[config.mk]
export PLATFORM = sky130hd
export DESIGN_NAME = game_turn_ctrl_flat
export DESIGN_NICKNAME = d
export VERILOG_FILES = /design/src/rtl/game_pkg.sv /design/src/rtl/game_turn_ctrl_if.sv /design/src/rtl/pos_step_calc.sv /design/src/rtl/game_turn_ctrl.sv /design/src/flat_wrapper.sv
export SDC_FILE = /design/constraint.sdc
export NUM_CORES = 1
export LEC_CHECK = 0
export ABC_AREA = 1
export BUFFER_PORTS_ARGS = -buffer_cell sky130_fd_sc_hd__buf_2
export CORE_ASPECT_RATIO = 2
export CORE_MARGIN = 2
export CORE_UTILIZATION = 30
export DETAILED_ROUTE_END_ITERATION = 8
export PLACE_DENSITY = 0.51
export SETUP_SLACK_MARGIN = 0.1
export SYNTH_ARGS = -nofsm -noshare
export SYNTH_HDL_FRONTEND = slang
export SYNTH_SLANG_ARGS = --single-unit
[constraint.sdc]
create_clock -name clk_100mhz -period 2.2 [get_ports clk_100mhz]
set_input_delay 0 -clock clk_100mhz [delete_from_list [all_inputs] [get_ports clk_100mhz]]
set_output_delay 0 -clock clk_100mhz [all_outputs]
set_load 0.02 [all_outputs]
[src/rtl/game_pkg.sv]
// Shared types and default constants for the two-player turn controller.
package game_pkg;

    localparam int unsigned POS_W            = 10;
    localparam int unsigned DEF_START_X      = 20;
    localparam int unsigned DEF_TILE_PX      = 60;
    localparam int unsigned DEF_FLAG_X       = 620;
    localparam int unsigned DEF_DONE_TIMEOUT = 1048576;

    typedef enum logic [2:0] {
        ST_IDLE      = 3'd0,
        ST_ISSUE     = 3'd1,
        ST_WAIT_DONE = 3'd2,
        ST_SWITCH    = 3'd3,
        ST_GAME_OVER = 3'd4
    } state_e;

    typedef enum logic {
        PLAYER1 = 1'b0,
        PLAYER2 = 1'b1
    } player_e;

    function automatic player_e other_player(input player_e p);
        return (p == PLAYER1) ? PLAYER2 : PLAYER1;
    endfunction

endpackage

[src/rtl/game_turn_ctrl_if.sv]
// Request/turn-status bundle between the UI controller (master) and the turn controller (slave).
interface game_turn_ctrl_if;

    logic                      move_req;
    logic [1:0]                move_tiles;
    logic                      turn_done;
    logic                      pos_valid;
    game_pkg::player_e         active_player;
    logic [game_pkg::POS_W-1:0] player1_pos_x;
    logic [game_pkg::POS_W-1:0] player2_pos_x;
    logic                      busy;
    logic                      game_over;
    game_pkg::player_e         winner;
    logic                      timeout_err;

    modport master (
        output move_req, move_tiles, turn_done,
        input  pos_valid, active_player, player1_pos_x, player2_pos_x,
               busy, game_over, winner, timeout_err
    );

    modport slave (
        input  move_req, move_tiles, turn_done,
        output pos_valid, active_player, player1_pos_x, player2_pos_x,
               busy, game_over, winner, timeout_err
    );

endinterface

[src/rtl/pos_step_calc.sv]
// Combinational position step: cur_x + tiles*TILE_PX, clamped to FLAG_X.
module pos_step_calc
    import game_pkg::*;
#(
    parameter int unsigned TILE_PX = DEF_TILE_PX,
    parameter int unsigned FLAG_X  = DEF_FLAG_X
) (
    input  logic [POS_W-1:0] cur_x,
    input  logic [1:0]       tiles,
    output logic [POS_W-1:0] next_x
);

    localparam int unsigned SUM_W = POS_W + 1;

    logic [SUM_W-1:0] sum;

    // Sum at one extra bit so an overshoot is seen before clamping to the flag.
    always_comb begin
        sum = {1'b0, cur_x} + ({{(SUM_W-2){1'b0}}, tiles} * SUM_W'(TILE_PX));
        if (sum > SUM_W'(FLAG_X)) begin
            next_x = POS_W'(FLAG_X);
        end else begin
            next_x = sum[POS_W-1:0];
        end
    end

endmodule

[src/rtl/game_turn_ctrl.sv]
// Two-player turn sequencer: accepts a move, publishes the new position,
// waits for the UI to finish (or times out), then hands over or ends the game.
module game_turn_ctrl
    import game_pkg::*;
#(
    parameter int unsigned START_X      = DEF_START_X,
    parameter int unsigned TILE_PX      = DEF_TILE_PX,
    parameter int unsigned FLAG_X       = DEF_FLAG_X,
    parameter int unsigned DONE_TIMEOUT = DEF_DONE_TIMEOUT
) (
    input  logic            clk_100mhz,
    input  logic            btn_reset,
    game_turn_ctrl_if.slave bus
);

    localparam int unsigned      CNT_W   = $clog2(DONE_TIMEOUT + 1);
    localparam logic [CNT_W-1:0] CNT_MAX = CNT_W'(DONE_TIMEOUT - 1);

    state_e           state_q, state_d;
    player_e          active_q, active_d;
    player_e          winner_q, winner_d;
    logic [POS_W-1:0] p1_q, p1_d;
    logic [POS_W-1:0] p2_q, p2_d;
    logic [1:0]       tiles_q, tiles_d;
    logic [CNT_W-1:0] cnt_q, cnt_d;
    logic             pos_valid_q, pos_valid_d;
    logic             busy_q, busy_d;
    logic             game_over_q, game_over_d;
    logic             timeout_err_q, timeout_err_d;
    logic [POS_W-1:0] cur_x;
    logic [POS_W-1:0] step_x;

    assign cur_x = (active_q == PLAYER2) ? p2_q : p1_q;

    pos_step_calc #(
        .TILE_PX (TILE_PX),
        .FLAG_X  (FLAG_X)
    ) u_step (
        .cur_x  (cur_x),
        .tiles  (tiles_q),
        .next_x (step_x)
    );

    // Next-state and next-output logic for the turn FSM.
    always_comb begin
        state_d       = state_q;
        active_d      = active_q;
        winner_d      = winner_q;
        p1_d          = p1_q;
        p2_d          = p2_q;
        tiles_d       = tiles_q;
        cnt_d         = cnt_q;
        pos_valid_d   = 1'b0;
        busy_d        = busy_q;
        game_over_d   = game_over_q;
        timeout_err_d = timeout_err_q;

        unique case (state_q)
            ST_IDLE: begin
                if (bus.move_req && (bus.move_tiles != 2'd0)) begin
                    tiles_d = bus.move_tiles;
                    busy_d  = 1'b1;
                    state_d = ST_ISSUE;
                end
            end
            ST_ISSUE: begin
                if (active_q == PLAYER2) begin
                    p2_d = step_x;
                end else begin
                    p1_d = step_x;
                end
                pos_valid_d = 1'b1;
                cnt_d       = '0;
                state_d     = ST_WAIT_DONE;
            end
            ST_WAIT_DONE: begin
                if (bus.turn_done) begin
                    state_d = ST_SWITCH;
                end else if (cnt_q == CNT_MAX) begin
                    timeout_err_d = 1'b1;
                    state_d       = ST_SWITCH;
                end else begin
                    cnt_d = cnt_q + 1'b1;
                end
            end
            ST_SWITCH: begin
                busy_d = 1'b0;
                cnt_d  = '0;
                if (cur_x == POS_W'(FLAG_X)) begin
                    winner_d    = active_q;
                    game_over_d = 1'b1;
                    state_d     = ST_GAME_OVER;
                end else begin
                    active_d = other_player(active_q);
                    state_d  = ST_IDLE;
                end
            end
            ST_GAME_OVER: begin
                state_d = ST_GAME_OVER;
            end
            default: begin
                state_d = ST_IDLE;
            end
        endcase
    end

    // State and registered outputs, asynchronously cleared by btn_reset.
    always_ff @(posedge clk_100mhz or posedge btn_reset) begin
        if (btn_reset) begin
            state_q       <= ST_IDLE;
            active_q      <= PLAYER1;
            winner_q      <= PLAYER1;
            p1_q          <= POS_W'(START_X);
            p2_q          <= POS_W'(START_X);
            tiles_q       <= '0;
            cnt_q         <= '0;
            pos_valid_q   <= 1'b0;
            busy_q        <= 1'b0;
            game_over_q   <= 1'b0;
            timeout_err_q <= 1'b0;
        end else begin
            state_q       <= state_d;
            active_q      <= active_d;
            winner_q      <= winner_d;
            p1_q          <= p1_d;
            p2_q          <= p2_d;
            tiles_q       <= tiles_d;
            cnt_q         <= cnt_d;
            pos_valid_q   <= pos_valid_d;
            busy_q        <= busy_d;
            game_over_q   <= game_over_d;
            timeout_err_q <= timeout_err_d;
        end
    end

    assign bus.pos_valid     = pos_valid_q;
    assign bus.active_player = active_q;
    assign bus.player1_pos_x = p1_q;
    assign bus.player2_pos_x = p2_q;
    assign bus.busy          = busy_q;
    assign bus.game_over     = game_over_q;
    assign bus.winner        = winner_q;
    assign bus.timeout_err   = timeout_err_q;

endmodule

[src/flat_wrapper.sv]
// flat-port wrapper written by rule: the top's interface ports become plain ports
module game_turn_ctrl_flat import game_pkg::*;
#(
    parameter int unsigned START_X      = DEF_START_X,
    parameter int unsigned TILE_PX      = DEF_TILE_PX,
    parameter int unsigned FLAG_X       = DEF_FLAG_X,
    parameter int unsigned DONE_TIMEOUT = DEF_DONE_TIMEOUT
)
  (clk_100mhz, btn_reset, bus_move_req, bus_move_tiles, bus_turn_done, bus_pos_valid, bus_active_player, bus_player1_pos_x, bus_player2_pos_x, bus_busy, bus_game_over, bus_winner, bus_timeout_err);
  game_turn_ctrl_if bus_i ();
  input  logic clk_100mhz;
  input  logic btn_reset;
  input wire logic [$bits(bus_i.move_req)-1:0] bus_move_req;
  input wire logic [$bits(bus_i.move_tiles)-1:0] bus_move_tiles;
  input wire logic [$bits(bus_i.turn_done)-1:0] bus_turn_done;
  output wire logic [$bits(bus_i.pos_valid)-1:0] bus_pos_valid;
  output wire logic [$bits(bus_i.active_player)-1:0] bus_active_player;
  output wire logic [$bits(bus_i.player1_pos_x)-1:0] bus_player1_pos_x;
  output wire logic [$bits(bus_i.player2_pos_x)-1:0] bus_player2_pos_x;
  output wire logic [$bits(bus_i.busy)-1:0] bus_busy;
  output wire logic [$bits(bus_i.game_over)-1:0] bus_game_over;
  output wire logic [$bits(bus_i.winner)-1:0] bus_winner;
  output wire logic [$bits(bus_i.timeout_err)-1:0] bus_timeout_err;
  assign bus_i.move_req = bus_move_req;
  assign bus_i.move_tiles = bus_move_tiles;
  assign bus_i.turn_done = bus_turn_done;
  assign bus_pos_valid = bus_i.pos_valid;
  assign bus_active_player = bus_i.active_player;
  assign bus_player1_pos_x = bus_i.player1_pos_x;
  assign bus_player2_pos_x = bus_i.player2_pos_x;
  assign bus_busy = bus_i.busy;
  assign bus_game_over = bus_i.game_over;
  assign bus_winner = bus_i.winner;
  assign bus_timeout_err = bus_i.timeout_err;
  game_turn_ctrl #(.START_X(START_X), .TILE_PX(TILE_PX), .FLAG_X(FLAG_X), .DONE_TIMEOUT(DONE_TIMEOUT)) u_core (.clk_100mhz(clk_100mhz), .btn_reset(btn_reset), .bus(bus_i));
endmodule
==> results of run 1 <==
## through the flow
| step | power [mW] | worst slack [ns] |
|---|---|---|
| after floorplan | 4.089 | -0.09498 |
| after global placement | 5.532 | -0.1292 |
| after detailed placement | 5.576 | -0.1631 |
| after CTS | 7.082 | -0.02999 |
| after global routing | 8.035 | -0.2077 |
| final | 7.454 | -0.06012 |
## power groups by stage
stage	clock network [mW]	registers (mW)	logic (mW)
global route	0.988	1.49	5.55
detailed placement	0	1.45	4.13
CTS	0.951	1.44	4.69
floorplan	0	1.65	2.44
finish	0.923	1.45	5.08
global placement	0	1.45	4.09
## flip-flops by register name, indices dropped and copies added, names as in the netlist
register,count
u_core.cnt_q,21
u_core.bus.player1_pos_x,10
u_core.bus.game_over,1
u_core.state_q,3
u_core.bus.active_player,1
u_core.bus.pos_valid,1
u_core.bus.winner,1
u_core.bus.player2_pos_x,10
u_core.bus.busy,1
u_core.tiles_q,2
u_core.bus.timeout_err,1
## how the worst min path moves through the flow
stage                                                   end  slack [ns]  cells past startpoint
finish                         u_core.cnt_q[20]$_DFFE_PP0P_        0.03                      3
global route                   u_core.cnt_q[20]$_DFFE_PP0P_        0.07                      3
CTS                            u_core.cnt_q[20]$_DFFE_PP0P_        0.03                      3
detailed placement  u_core.bus.player1_pos_x[0]$_DFFE_PP0P_        0.25                      3
global placement    u_core.bus.player1_pos_x[0]$_DFFE_PP0P_        0.24                      3
floorplan                     u_core.tiles_q[1]$_DFFE_PP0P_        0.16                      2
## Yosys cell counts (all sizes together)
| library cell | number |
|---|---|
| dfrtp | 48 |
| inv | 62 |
| nor4 | 1 |
| nor2 | 33 |
| o21a | 2 |
| and2 | 2 |
| nand2 | 148 |
| dfstp | 4 |
| fa | 1 |
| o31ai | 6 |
| clkbuf | 1 |
| o21ai | 17 |
| nor4b | 1 |
| a31o | 1 |
| nand3 | 35 |
| a21oi | 12 |
| a31oi | 2 |
| ha | 10 |
| xor2 | 5 |
| nand4 | 18 |
| buf | 7 |
| xnor2 | 4 |
| nand3b | 1 |
| or2 | 2 |
| nor3 | 12 |
| o211a | 1 |
## routing by layer
layer,up-vias,part of all wire,GRT usage
met5,-,0,0
met4,0,0.063,0.1179
met3,32,0.023,0.01439
met2,77,0.58,0.3404
met1,1478,0.34,0.1620
li1,1548,-,-
## cell families (layout without fill, tap and decap cells)
logic type,after synthesis,count (layout),synth area share
AO/OA/AOI/OAI,41,41,0.07320
buffers and inverters,70,142,0.09062
AND/OR/NAND/NOR,253,254,0.3625
XOR/XNOR,9,9,0.02440
adder cells (fa/ha/maj),11,11,0.04493
flip-flops,52,52,0.4043
## worst min-delay path, stage by stage
cell	delay [ns]
sky130_fd_sc_hd__buf_2	0.10
sky130_fd_sc_hd__nor2_4	0.05
sky130_fd_sc_hd__a21oi_1	0.13
## cell type report
| type | instances | area [um2] |
|---|---|---|
| timing repair buffer | 72 | 486.7 |
| fill | 1110 | 6210 |
| multi-input combinational | 315 | 1889 |
| inverter | 62 | 240.2 |
| sequential | 52 | 1308 |
| tap | 137 | 171.4 |
| clock inverter | 3 | 47.55 |
| clock buffer | 5 | 125.1 |
## repair_timing
action / 4_1_cts / 5_1_grt
hold buffers: 3 / 0
endpoints found under the setup margin: 20 / 30
endpoints found under the hold margin: 50 / 0
gates resized for setup: 23 / 21
pin swaps: 8 / 13
cloned: 1 / 0
buffers inserted: 2 / 3
==> results.txt, run 1 <==
* Core Region: ~0.010 mm2
* Worst EP required: about 2.4 ns
- Setup violations remaining at the end of the flow were counted as 11.
* CP startpoint kind: flip-flop
* Leading cell type in the layout, fill and taps excluded: sky130_fd_sc_hd__nand2_1
- Detail-routed via count per cell: around 4.9
* Global-route wire length before repair: 15.62 mm
- Final core utilization: 0.4073
- Antenna violation net count after detailed routing: 0
- Post-synthesis register bit count: 52
- Max FO, Critical Path: 6
* Average cell area after synthesis: about 7.4 um2
- For this design the top-level I/O count stands at 32.
* Total DRC errors in the routed layout: 0
- Of the post-synthesis cell area, the dominant cell type holds 0.3718.
* ANT cells: 0
* Worst Hold Slack: between 0.03 and 0.04 ns
- Depth of the most critical reg-to-reg path: 14
- Portion of total power attributed to the clock network: 0.124
- Logic gate share of total power: 0.681
* Via count of the first global-routing pass: around 3200
* Power Dens Cells: approximately 1700 mW/mm2
* Warnings, synthesis: 0
* Final period demand of the worst path: around 2.3 ns
* Setup crit end: u_core.bus.player1_pos_x[8]$_DFFE_PP0P_
- Among all stages on the critical path, the largest delay is contributed by sky130_fd_sc_hd__dfrtp_2.
- The critical path starts at u_core.bus.active_player$_DFFE_PP0P_.
* Clk sink count: between 50 and 60
* Area growth from synthesis to layout: 32.11%
* Power dissipated by switching net loads: around 3.6 mW
- Final standard cell area without fillers: roughly 0.0043 mm2
- Counting every net in the synthesized netlist gives between 400 and 500.
- After synthesis the cells add up to about 0.0032 mm2.
- NumNets Final: around 530
- Aggregate global routing overflow: 0
- Data arrival time of the worst path: about 2.5 ns
- The share of total power dissipated in sequential elements is 0.195.
- Final routed wire length divided by cell count: between 10 and 15 um
- DR vias: between 3000 and 4000
* Placer Congestion: around 0.9
* Share of the cycle needed by the critical path after routing: 1.027
- The synthesized netlist contains 37 unique library cells.
* Share of cells above drive strength 1: 0.3163
- Fraction of power spent switching nets: 0.4803
- Internal power comes to 3.874 mW.
- The critical path is of the flip-flop to flip-flop type.
- The cell family contributing the most delay on the critical path is simple AND/OR/NAND/NOR gates.
- Including well taps, the total number of placed cells is approximately 630.
- WP buf/inv: 5
- Most used cells in the layout excluding fill and tap cells: sky130_fd_sc_hd__nand2_1 (126), sky130_fd_sc_hd__dfrtp_1 (47), sky130_fd_sc_hd__inv_1 (46), sky130_fd_sc_hd__buf_4 (36), sky130_fd_sc_hd__buf_2 (31)
- Die Span X: between 70 and 80 um
- Drt first-iter violations: roughly 120
- Critical Path End Type: flip-flop
* Dominant cells by area after synthesis: sky130_fd_sc_hd__dfrtp_1 (37%), sky130_fd_sc_hd__nand2_1 (16%), sky130_fd_sc_hd__inv_1 (6.2%)
- The flow ran to the end, but the final reports show violations.
* Number of antenna violations at the first check in global routing: 0
- Once layout is complete, the cells apart from fillers number 646.
* Worst Setup Slack, final: -0.06012 ns
* Sequential share of the synthesized area: 0.4043
- At the pin with the least slew margin, the transition time is around 0.7 ns.
- Worst setup slack for register-to-register paths: -0.06 ns
* Critical R2R Launch: u_core.bus.active_player$_DFFE_PP0P_
* Initial core utilization: 0.3083
- Skew final: between 0.01 and 0.015 ns
- Total of max-cap violations: 0
- Worst-case vdd ir drop: roughly 630 uV
* Num rows: 53
* Pins over their slew limit: 0
- Timing would allow up to around 0.44 GHz.
- DRT Wirelength: 9.623 mm
- The worst hold path belongs to the class input port to flip-flop.
- Summed over all failing endpoints, the final setup total negative slack is -0.2917 ns.
- Final hold viol count: 0
- The H-tree was split into 2 levels.
- In this run the tightest slew margin relative to its limit is 0.5299.
- Buffers inserted during clock tree synthesis total 5.
- For this run, the slowest stage of the critical path takes around 0.44 ns.
- Counting every instance in the synthesized netlist gives around 440.
- Clock-pin slew was measured on the worst setup and hold paths at 0.08 ns.
- Across every metal layer, demand over resource in global routing totals 0.1719.
* Min-delay src: bus_turn_done
* Port-buffer cells: 31
- Die Outline Area: between 0.01 and 0.015 mm2
- RSZ-0062 raised after global routing: yes
- The biggest area contributor in the post-synthesis netlist is sky130_fd_sc_hd__dfrtp_1.
- Entering global routing, the biggest net connects 53 pins.
- Vertical die dimension: about 150 um
- The tree is rooted in a sky130_fd_sc_hd__clkbuf_16.
- Initial DRT Pass Iterations: 4
* CTS tree: done
* List of cells traversed by the critical path: inv_4 -> or2_4 -> o21ai_4 -> inv_2 -> fa_2 -> nand2_1 -> nand3_2 -> nand2_1 -> nand2_2 -> buf_4 -> buf_4 -> inv_1 -> nand3_1 -> o21ai_0
* Final HPWL DP: around 7.4 mm
- Cell depth of the worst setup path: 14
* Failing checks: setup timing
- Summing all placed instances gives a cell area of 0.003831 mm2.
- Longest Clk Path Bufs: 2
- In this run the static leakage power is 2.088 nW.
- Clk_lat worst skew: ~0.30 ns
* Reg-to-Reg End: u_core.bus.player1_pos_x[8]$_DFFE_PP0P_
No activity file was read; power rests on OpenSTA's default activity.
==> inputs of run 2 (changes only) <==
--- a/config.mk
+++ b/config.mk
@@ -11,7 +11,7 @@
 export CORE_MARGIN = 2
 export CORE_UTILIZATION = 30
 export DETAILED_ROUTE_END_ITERATION = 8
-export PLACE_DENSITY = 0.51
+export PLACE_DENSITY = 0.49
 export SETUP_SLACK_MARGIN = 0.1
 export SYNTH_ARGS = -nofsm -noshare
 export SYNTH_HDL_FRONTEND = slang
==> constraint.sdc (replaced) <==
create_clock -name clk_100mhz -period 2.4 [get_ports clk_100mhz]
set_input_delay 0.48 -clock clk_100mhz [delete_from_list [all_inputs] [get_ports clk_100mhz]]
set_output_delay 0.48 -clock clk_100mhz [all_outputs]
set_load 0.02 [all_outputs]
==> results.txt, run 2 (synthesized netlist as in run 1, its figures left out) <==
- Run status: complete, no violations
- Of the total power, the clock network draws 0.130.
- In the finished design, the share of the clock period the worst path needs comes to 0.9732.
- Critical Path End Type: flip-flop
* Final routed wire length divided by cell count: roughly 16 um
- In this run the most used layer during global routing was met2.
- The later pin in the worst-skew pair is clocked with a latency of about 0.30 ns.
- Worst EP required: 2.58 ns
- Antenna violation net count after detailed routing: 0
- After the first detailed-routing iteration, the DRC count stood at approximately 120.
- After global routing the overflow that remains totals 0.
- Worst slew pin tran: roughly 0.57 ns
* Die Span X: 77.38 um
* Path category of the worst min-delay check: input port to async pin
- The register with the most flip-flops in the layout has 21 of them.
* Number of standard cells in the layout, taps in and fillers out: between 600 and 700
- Total of max-cap violations: 0
- After filler insertion, the fill cell instance count of the layout stands at between 1000 and 1500.
* Logic gate share of total power: 0.667
* Largest net degree at the start of global routing: 31
* Power dissipated by switching net loads: around 3.2 mW
- Detailed placement finished with a half-perimeter wire length of 7.998 mm.
* Leakage power figure: ~2.0 nW
- At the end of the flow, the number of nets in the layout was approximately 510.
- TritonCTS built the clock tree.
- DR vias: ~3100
- The critical path is of the flip-flop to flip-flop type.
* Highest attainable clock frequency: 0.4281 GHz
* Count of hold buffers inserted by post-cts repair: 0
* Ports: 32
- The final count of pins violating max slew is 0.
- Final hold viol count: 0
* Leading cell type in the layout, fill and taps excluded: sky130_fd_sc_hd__nand2_1
- Register clock-pin slew on the reported worst setup and hold paths: around 0.080 ns
- Total power for the finished layout comes to 6.510 mW.
- Die Outline Area: 0.01166 mm2
* Core Region: ~0.010 mm2
* Summed negative setup slack over all endpoints: 0 ns
- Initial core utilization: 0.3083
- Placer Congestion: slightly below 0.9
* GR Layer Usage met1: 0.1607
* Area of all sequential standard cells: around 0.0013 mm2
- Fraction of power spent switching nets: 0.4855
* Clock root buffer master: sky130_fd_sc_hd__clkbuf_16
- Port-buffer cells: 31
- Total DRC errors in the routed layout: 0
- Counting every sink on the clock net gives 52.
- The initial antenna violation count was 0.
* Max FO, Critical Path: 5
- For this run, the total global-route usage over all layers was measured as 0.1800.
- The H-tree was split into 2 levels.
- In the final layout, the share of cells above drive strength 1 is 0.2857.
- The first detailed-routing pass took 4 iterations.
- After detailed placement, the total cell area comes to 0.003741 mm2.
- Between clock sinks in the finished design, the worst skew comes to ~0.007 ns.
* Data arrival time of the worst path: 2.52 ns
* Num rows: 53
- Worst-case vdd ir drop: just under 700 uV
- Max transition margin: 0.6203
* Footprint of the multi-input gates: ~0.0018 mm2
- Counting along the longest clock path gives a buffer depth of 2.
* Largest register by flop count: u_core.cnt_q
* Global routing usage on met3: 0.02158
- Summed over all layers, the routed wires come to approximately 10 mm.
- The worst path needs 2.336 ns of the cycle, external delays included.
- Global-route wire length before repair: ~16 mm
* Cell-internal power: roughly 3.3 mW
- The worst setup path is launched from a flip-flop.
- Setup violations remaining at the end of the flow were counted as 0.
- Via count of the first global-routing pass: about 3200
- Buffers inserted during clock tree synthesis total 5.
- Final standard cell area without fillers: about 0.0041 mm2
* Most used cells in the layout excluding fill and tap cells: sky130_fd_sc_hd__nand2_1 (130), sky130_fd_sc_hd__inv_1 (49), sky130_fd_sc_hd__dfrtp_1 (47), sky130_fd_sc_hd__buf_2 (31), sky130_fd_sc_hd__nor2_1 (28)
* Detail-routed via count per cell: just under 5
* ANT cells: 0
- For this run, the share of the core covered by cells in the final layout is 0.3934.
- Met2 demand-to-capacity share in global routing: 0.3726
- Relative to the synthesized area, the layout overhead comes to 27.58%.
* Vertical die dimension: between 150 and 200 um
- After detailed placement, the design holds a cell count of 618.
- RSZ-0062 raised after global routing: yes
- Sequential power share: 0.204
- Power Dens Cells: approximately 1600 mW/mm2
## run 2: changes by cell type in the layout (fill, tap and decap cells not counted), moves of 3 or more
| cell | delta |
|---|---|
| sky130_fd_sc_hd__buf_4 | -11 |
| sky130_fd_sc_hd__nand2_1 | +4 |
| sky130_fd_sc_hd__nand3_2 | -4 |
| sky130_fd_sc_hd__dlygate4sd3_1 | -3 |
| sky130_fd_sc_hd__inv_1 | +3 |
| sky130_fd_sc_hd__nand3_1 | +3 |
## run 2: power by group through the flow
stage | logic, mW | clock network [mW] | registers, mW
after CTS | 3.84 | 0.862 | 1.31
after global routing | 4.74 | 0.896 | 1.35
after floorplan | 2.22 | 0 | 1.51
after detailed placement | 3.56 | 0 | 1.33
after global placement | 3.54 | 0 | 1.33
final | 4.34 | 0.845 | 1.33
## run 2: path summary, 6_finish.rpt
kind                                                 startpoint                                       to  slack [ns]  cells after the start
setup / recovery           u_core.bus.active_player$_DFFE_PP0P_  u_core.bus.player1_pos_x[1]$_DFFE_PP0P_        0.06                     15
hold / removal                                        btn_reset              u_core.cnt_q[3]$_DFFE_PP0P_        0.23                      2
setup reg to reg           u_core.bus.active_player$_DFFE_PP0P_  u_core.bus.player1_pos_x[1]$_DFFE_PP0P_        0.06                     15
hold reg to reg                u_core.bus.game_over$_DFFE_PP0P_         u_core.bus.game_over$_DFFE_PP0P_        0.48                      2
max in group asynchronous                             btn_reset  u_core.bus.player1_pos_x[2]$_DFFE_PP1P_        1.52                      3
min in group clk_100mhz                       bus_move_tiles[1]            u_core.tiles_q[1]$_DFFE_PP0P_        0.45                      3
## run 2: metrics by stage
stage	setup WS, ns	hold slack [ns]
after floorplan	0.1011	0.4526
after global placement	-0.1167	0.4490
after detailed placement	-0.1226	0.4610
after CTS	0.1005	0.2559
after global routing	-0.006438	0.2751
final	0.06434	0.2349
## run 2: routing by layer
metal | up-vias | wire [um]
li1 | 1529 | -
met1 | 1472 | 3443
met2 | 47 | 6111
met3 | 23 | 173
met4 | 0 | 471
met5 | - | 0
## run 2: area by class of cell
cell class,instances,area share
Sequential cell,52,0.3172
Tap cell,137,0.04159
Inverter,62,0.05707
Clock inverter,3,0.01032
Timing Repair Buffer,60,0.09624
Multi-Input combinational cell,315,0.4472
Clock buffer,5,0.03036
## run 2: repair_timing
item / 4_1_cts / 5_1_grt
gates cloned: 1 / 0
pin swaps: 8 / 14
buffers inserted: 3 / 4
endpoints found under the setup margin: 16 / 22
resized for setup: 9 / 26
## run 2: critical path, stage by stage (launching register included)
cell and delay (ns):
sky130_fd_sc_hd__dfrtp_2 0.45, sky130_fd_sc_hd__buf_6 0.13, sky130_fd_sc_hd__nand2_2 0.04, sky130_fd_sc_hd__and2_4 0.13, sky130_fd_sc_hd__inv_2 0.04, sky130_fd_sc_hd__ha_4 0.16, sky130_fd_sc_hd__fa_2 0.54, sky130_fd_sc_hd__nand2_1 0.06
sky130_fd_sc_hd__inv_1 0.05, sky130_fd_sc_hd__nand2_1 0.05, sky130_fd_sc_hd__nand2_1 0.08, sky130_fd_sc_hd__nand3_2 0.10, sky130_fd_sc_hd__nand3_4 0.10, sky130_fd_sc_hd__nand2_4 0.10, sky130_fd_sc_hd__nand4_1 0.13, sky130_fd_sc_hd__nand2_1 0.07
==> inputs of run 3 (changes only) <==
--- a/config.mk
+++ b/config.mk
@@ -5,13 +5,12 @@
 export SDC_FILE = /design/constraint.sdc
 export NUM_CORES = 1
 export LEC_CHECK = 0
-export ABC_AREA = 1
 export BUFFER_PORTS_ARGS = -buffer_cell sky130_fd_sc_hd__buf_2
 export CORE_ASPECT_RATIO = 2
 export CORE_MARGIN = 2
 export CORE_UTILIZATION = 30
 export DETAILED_ROUTE_END_ITERATION = 8
-export PLACE_DENSITY = 0.49
+export PLACE_DENSITY = 0.51
 export SETUP_SLACK_MARGIN = 0.1
 export SYNTH_ARGS = -nofsm -noshare
 export SYNTH_HDL_FRONTEND = slang
==> constraint.sdc (replaced) <==
create_clock -name clk_100mhz -period 2.06 [get_ports clk_100mhz]
set_input_delay 0.412 -clock clk_100mhz [delete_from_list [all_inputs] [get_ports clk_100mhz]]
set_output_delay 0.412 -clock clk_100mhz [all_outputs]
set_load 0.01 [all_outputs]
==> results.txt, run 3 <==
* Run status: finished with violations
- The final reports fail on setup timing.
- Final period demand of the worst path: about 2.7 ns
* Share of cells above drive strength 1: 0.3564
- Entering global routing, the biggest net connects 53 pins.
* Area of the mapped netlist: 0.002865 mm2
* Depth of the most critical reg-to-reg path: 9
* Reg-to-Reg End: u_core.bus.player2_pos_x[1]$_DFFE_PP0P_
* Sequential share of the synthesized area: 0.4559
* Path category of the worst min-delay check: input port to async pin
- Max-cap violations in this run came to 0.
* Most used DFF post-synth: sky130_fd_sc_hd__dfrtp_1
* Power Dens Cells: between 1500 and 2000 mW/mm2
* Count of hold buffers inserted by post-cts repair: 0
* Post-synthesis register bit count: 52
- Final core utilization: 0.4136
- The final count of pins violating max slew came to 0.
- In this run the tightest slew margin relative to its limit is 0.7056.
- Via count of the first global-routing pass: 2509
- Worst setup slack for register-to-register paths: -0.64 ns
- Relative to the synthesized area, the layout overhead comes to 34.54%.
- Final routed wire length divided by cell count: approximately 17 um
* Standard cell area after detailed placement: approximately 0.0035 mm2
* Number of antenna violations at the first check in global routing: 0
- NumNets Final: approximately 390
* Placer Congestion: roughly 0.8
- Max FO, Critical Path: 9
- Highest routed metal layer: met4
- The first TritonRoute pass finished after 4 iterations.
- Share of the cycle needed by the critical path after routing: 1.313
* WP buf/inv: 2
- Ranked by flip-flop count, first place goes to u_core.cnt_q.
* H-tree lvl count: 2
- RSZ-0062 raised after global routing: yes
- For this configuration, the core starts out at a cell density of 0.3074.
* Total DRC errors in the routed layout: 0
- Detail-routed via count per cell: slightly above 5
- Leading cell types by count after synthesis: sky130_fd_sc_hd__dfrtp_1 (48), sky130_fd_sc_hd__nor2_1 (40), sky130_fd_sc_hd__nand2_1 (27)
* Library cell occupying the most area in the post-synthesis netlist: sky130_fd_sc_hd__dfrtp_1
- Adding up every negative setup slack in the final design gives -10.94 ns.
* Clk_lat worst skew: between 0.2 and 0.3 ns
- By instance count, the leading cell after synthesis is sky130_fd_sc_hd__dfrtp_1.
* Aggregate global routing overflow: 0
* Port-buffer cells: 31
- Dominant cells by area after synthesis: sky130_fd_sc_hd__dfrtp_1 (42%), sky130_fd_sc_hd__nor2_1 (5.2%), sky130_fd_sc_hd__ha_1 (4.4%)
* Critical Path End Type: flip-flop
- Ports: 32
- In this run the critical register-to-register path is launched from u_core.bus.active_player$_DFFE_PP0P_.
* CP startpoint kind: flip-flop
* Num rows: 50
* Die Outline Area: roughly 0.010 mm2
- DRT Wirelength: 7.989 mm
* Antenna violation net count after detailed routing: 0
- Counting flops with a built-in enable in the synthesized netlist gives 0.
- List of cells traversed by the critical path: buf_6 -> mux2_4 -> fa_2 -> buf_4 -> xor2_1 -> a31oi_1 -> o311ai_4 -> a21oi_4 -> o21a_1
- Power consumption: ~7.7 mW
- Global-route wire length before repair: ~12 mm
- The detailed router put a total of 2.731 mm of wire on met1.
- Vertical die dimension: 142.2 um
* Critical path class: flip-flop to flip-flop
- Setup violations remaining at the end of the flow were counted as 20.
* Clk sink count: 52
- The number of endpoints with negative hold slack in the final report came to 0.
- Of the post-synthesis cell area, the dominant cell type holds 0.4192.
- For the worst setup path, the data required time is approximately 2.2 ns.
- Clock tree synthesis selected as its root buffer the cell sky130_fd_sc_hd__clkbuf_16.
- The analysis attributes to cell leakage a power of around 1.8 nW.
- Across all setup checks in the final design, the least slack found is -0.6448 ns.
* CTS tree: done
* Die Span X: 73.11 um
- Drt first-iter violations: between 60 and 70
- After clock tree synthesis, the clock-pin slew on the worst setup and hold paths is 0.07 ns.
- Worst slew pin tran: 0.4293 ns
- DR vias: about 2400
- Number of flip-flops under the largest register name: 21
- Cells after synthesis: slightly below 300
- Highest attainable clock frequency: about 0.37 GHz
- Slowest cell on the critical path: sky130_fd_sc_hd__o311ai_4
- The filler cells instantiated in the layout total ~950.
- Data arrival time of the worst path: between 2 and 3 ns
* Leading cell type in the layout, fill and taps excluded: sky130_fd_sc_hd__buf_4
- Core Region: between 0.009 and 0.01 mm2
* WL met3: around 150 um
* Skew final: approximately 0.0054 ns
- The top cell types in the final layout, fill and taps aside, are sky130_fd_sc_hd__buf_4 (50), sky130_fd_sc_hd__dfrtp_1 (48), sky130_fd_sc_hd__nor2_1 (40), sky130_fd_sc_hd__buf_2 (31), sky130_fd_sc_hd__nand2_1 (25).
- Worst-case vdd ir drop: about 800 uV
* Post-synth cell types: between 50 and 60
* Longest Clk Path Bufs: 2
- Crit-path max cell delay: 0.44 ns
- Async S/R FF share, synth: 1.000
- Number of nets produced by synthesis: around 310
* ANT cells: 0
* Setup slack after placement: -0.6112 ns
- Critical path's top delay family: compound AO/OA/AOI/OAI gates
- For this run, the total global-route usage over all layers was measured as 0.1588.
* CTS buffer count: 5
* Warnings, synthesis: 0
* Average cell area after synthesis: roughly 9.8 um2
- After routing the design area is 0.003855 mm2.
- In this run, placement finished with an instance count of 467.
- Worst Hold Slack: 0.1573 ns
- Excluding fillers, the count of instances in the completed layout stands at 480.
- Final HPWL DP: a little over 6 mm
* Met2 wire len: around 4.8 mm
run 3: cell types whose count changed after synthesis, moves of 7 or more:
cell,delta
sky130_fd_sc_hd__inv_1,-45
sky130_fd_sc_hd__inv_2,-9
sky130_fd_sc_hd__mux2_2,+7
sky130_fd_sc_hd__nand2_1,-113
sky130_fd_sc_hd__nand3_1,-30
sky130_fd_sc_hd__nand4_1,-10
sky130_fd_sc_hd__nor2_1,+12
sky130_fd_sc_hd__xor2_1,+8
run 3: routing by layer:
layer | vias up | global-route usage
met5 | - | 0
li1 | 1194 | -
met4 | 0 | 0.08090
met3 | 16 | 0.01912
met1 | 1189 | 0.1505
met2 | 32 | 0.3134
run 3: layout make-up:
type	count	area [um2]	share of cell area
timing repair buffer	85	584.3	0.1516
tap	104	130.1	0.03376
inverter	8	30.03	0.007790
clock buffer	6	128.9	0.03343
multi-input combinational	223	1640	0.4255
clock inverter	2	35.03	0.009088
sequential	52	1306	0.3389
run 3: cell families (layout without fill, tap and decap cells):
logic type               count (synthesis)  in the layout  share of synthesized area
buffers and inverters                   17            101                    0.02446
adder cells (fa/ha/maj)                 11             11                    0.05066
AND/OR/NAND/NOR                        123            123                     0.2288
flip-flops                              52             52                     0.4559
multiplexers                            11             11                    0.04192
AO/OA/AOI/OAI                           56             57                     0.1341
XOR/XNOR                                21             21                    0.06419
run 3: tightest hold or removal path, cell delays in order:
cell                     delay [ns]
sky130_fd_sc_hd__buf_2         0.10
sky130_fd_sc_hd__inv_2         0.06
sky130_fd_sc_hd__buf_12        0.26
run 3: power by group:
| part | total (mW) | switching (mW) | internal, mW |
|---|---|---|---|
| Sequential | 1.46 | 0.174 | 1.29 |
| Clock | 0.950 | 0.378 | 0.573 |
| Combinational | 5.25 | 2.70 | 2.54 |
| Total | 7.66 | 3.25 | 4.40 |
run 3: worst max path at each step:
stage / endpoint / slack (ns) / from / cells past startpoint
3_5_place_dp: u_core.bus.player1_pos_x[4]$_DFFE_PP1P_ / -0.61 / u_core.bus.active_player$_DFFE_PP0P_ / 9
6_report: u_core.bus.player2_pos_x[1]$_DFFE_PP0P_ / -0.64 / u_core.bus.active_player$_DFFE_PP0P_ / 9
2_1_floorplan: u_core.bus.player1_pos_x[3]$_DFFE_PP0P_ / -0.63 / u_core.bus.active_player$_DFFE_PP0P_ / 10
4_1_cts: u_core.bus.player1_pos_x[4]$_DFFE_PP1P_ / -0.60 / u_core.bus.active_player$_DFFE_PP0P_ / 9
5_1_grt: u_core.bus.player2_pos_x[4]$_DFFE_PP1P_ / -0.71 / u_core.bus.active_player$_DFFE_PP0P_ / 9
3_3_place_gp: u_core.bus.player2_pos_x[3]$_DFFE_PP0P_ / -0.57 / u_core.bus.active_player$_DFFE_PP0P_ / 9
run 3: what timing repair did:
item | in CTS | in global routing
pin swaps | 6 | 8
resized for setup | 12 | 10
buffers inserted | 4 | 0
endpoints found under the setup margin | 22 | 33
cloned | 0 | 1
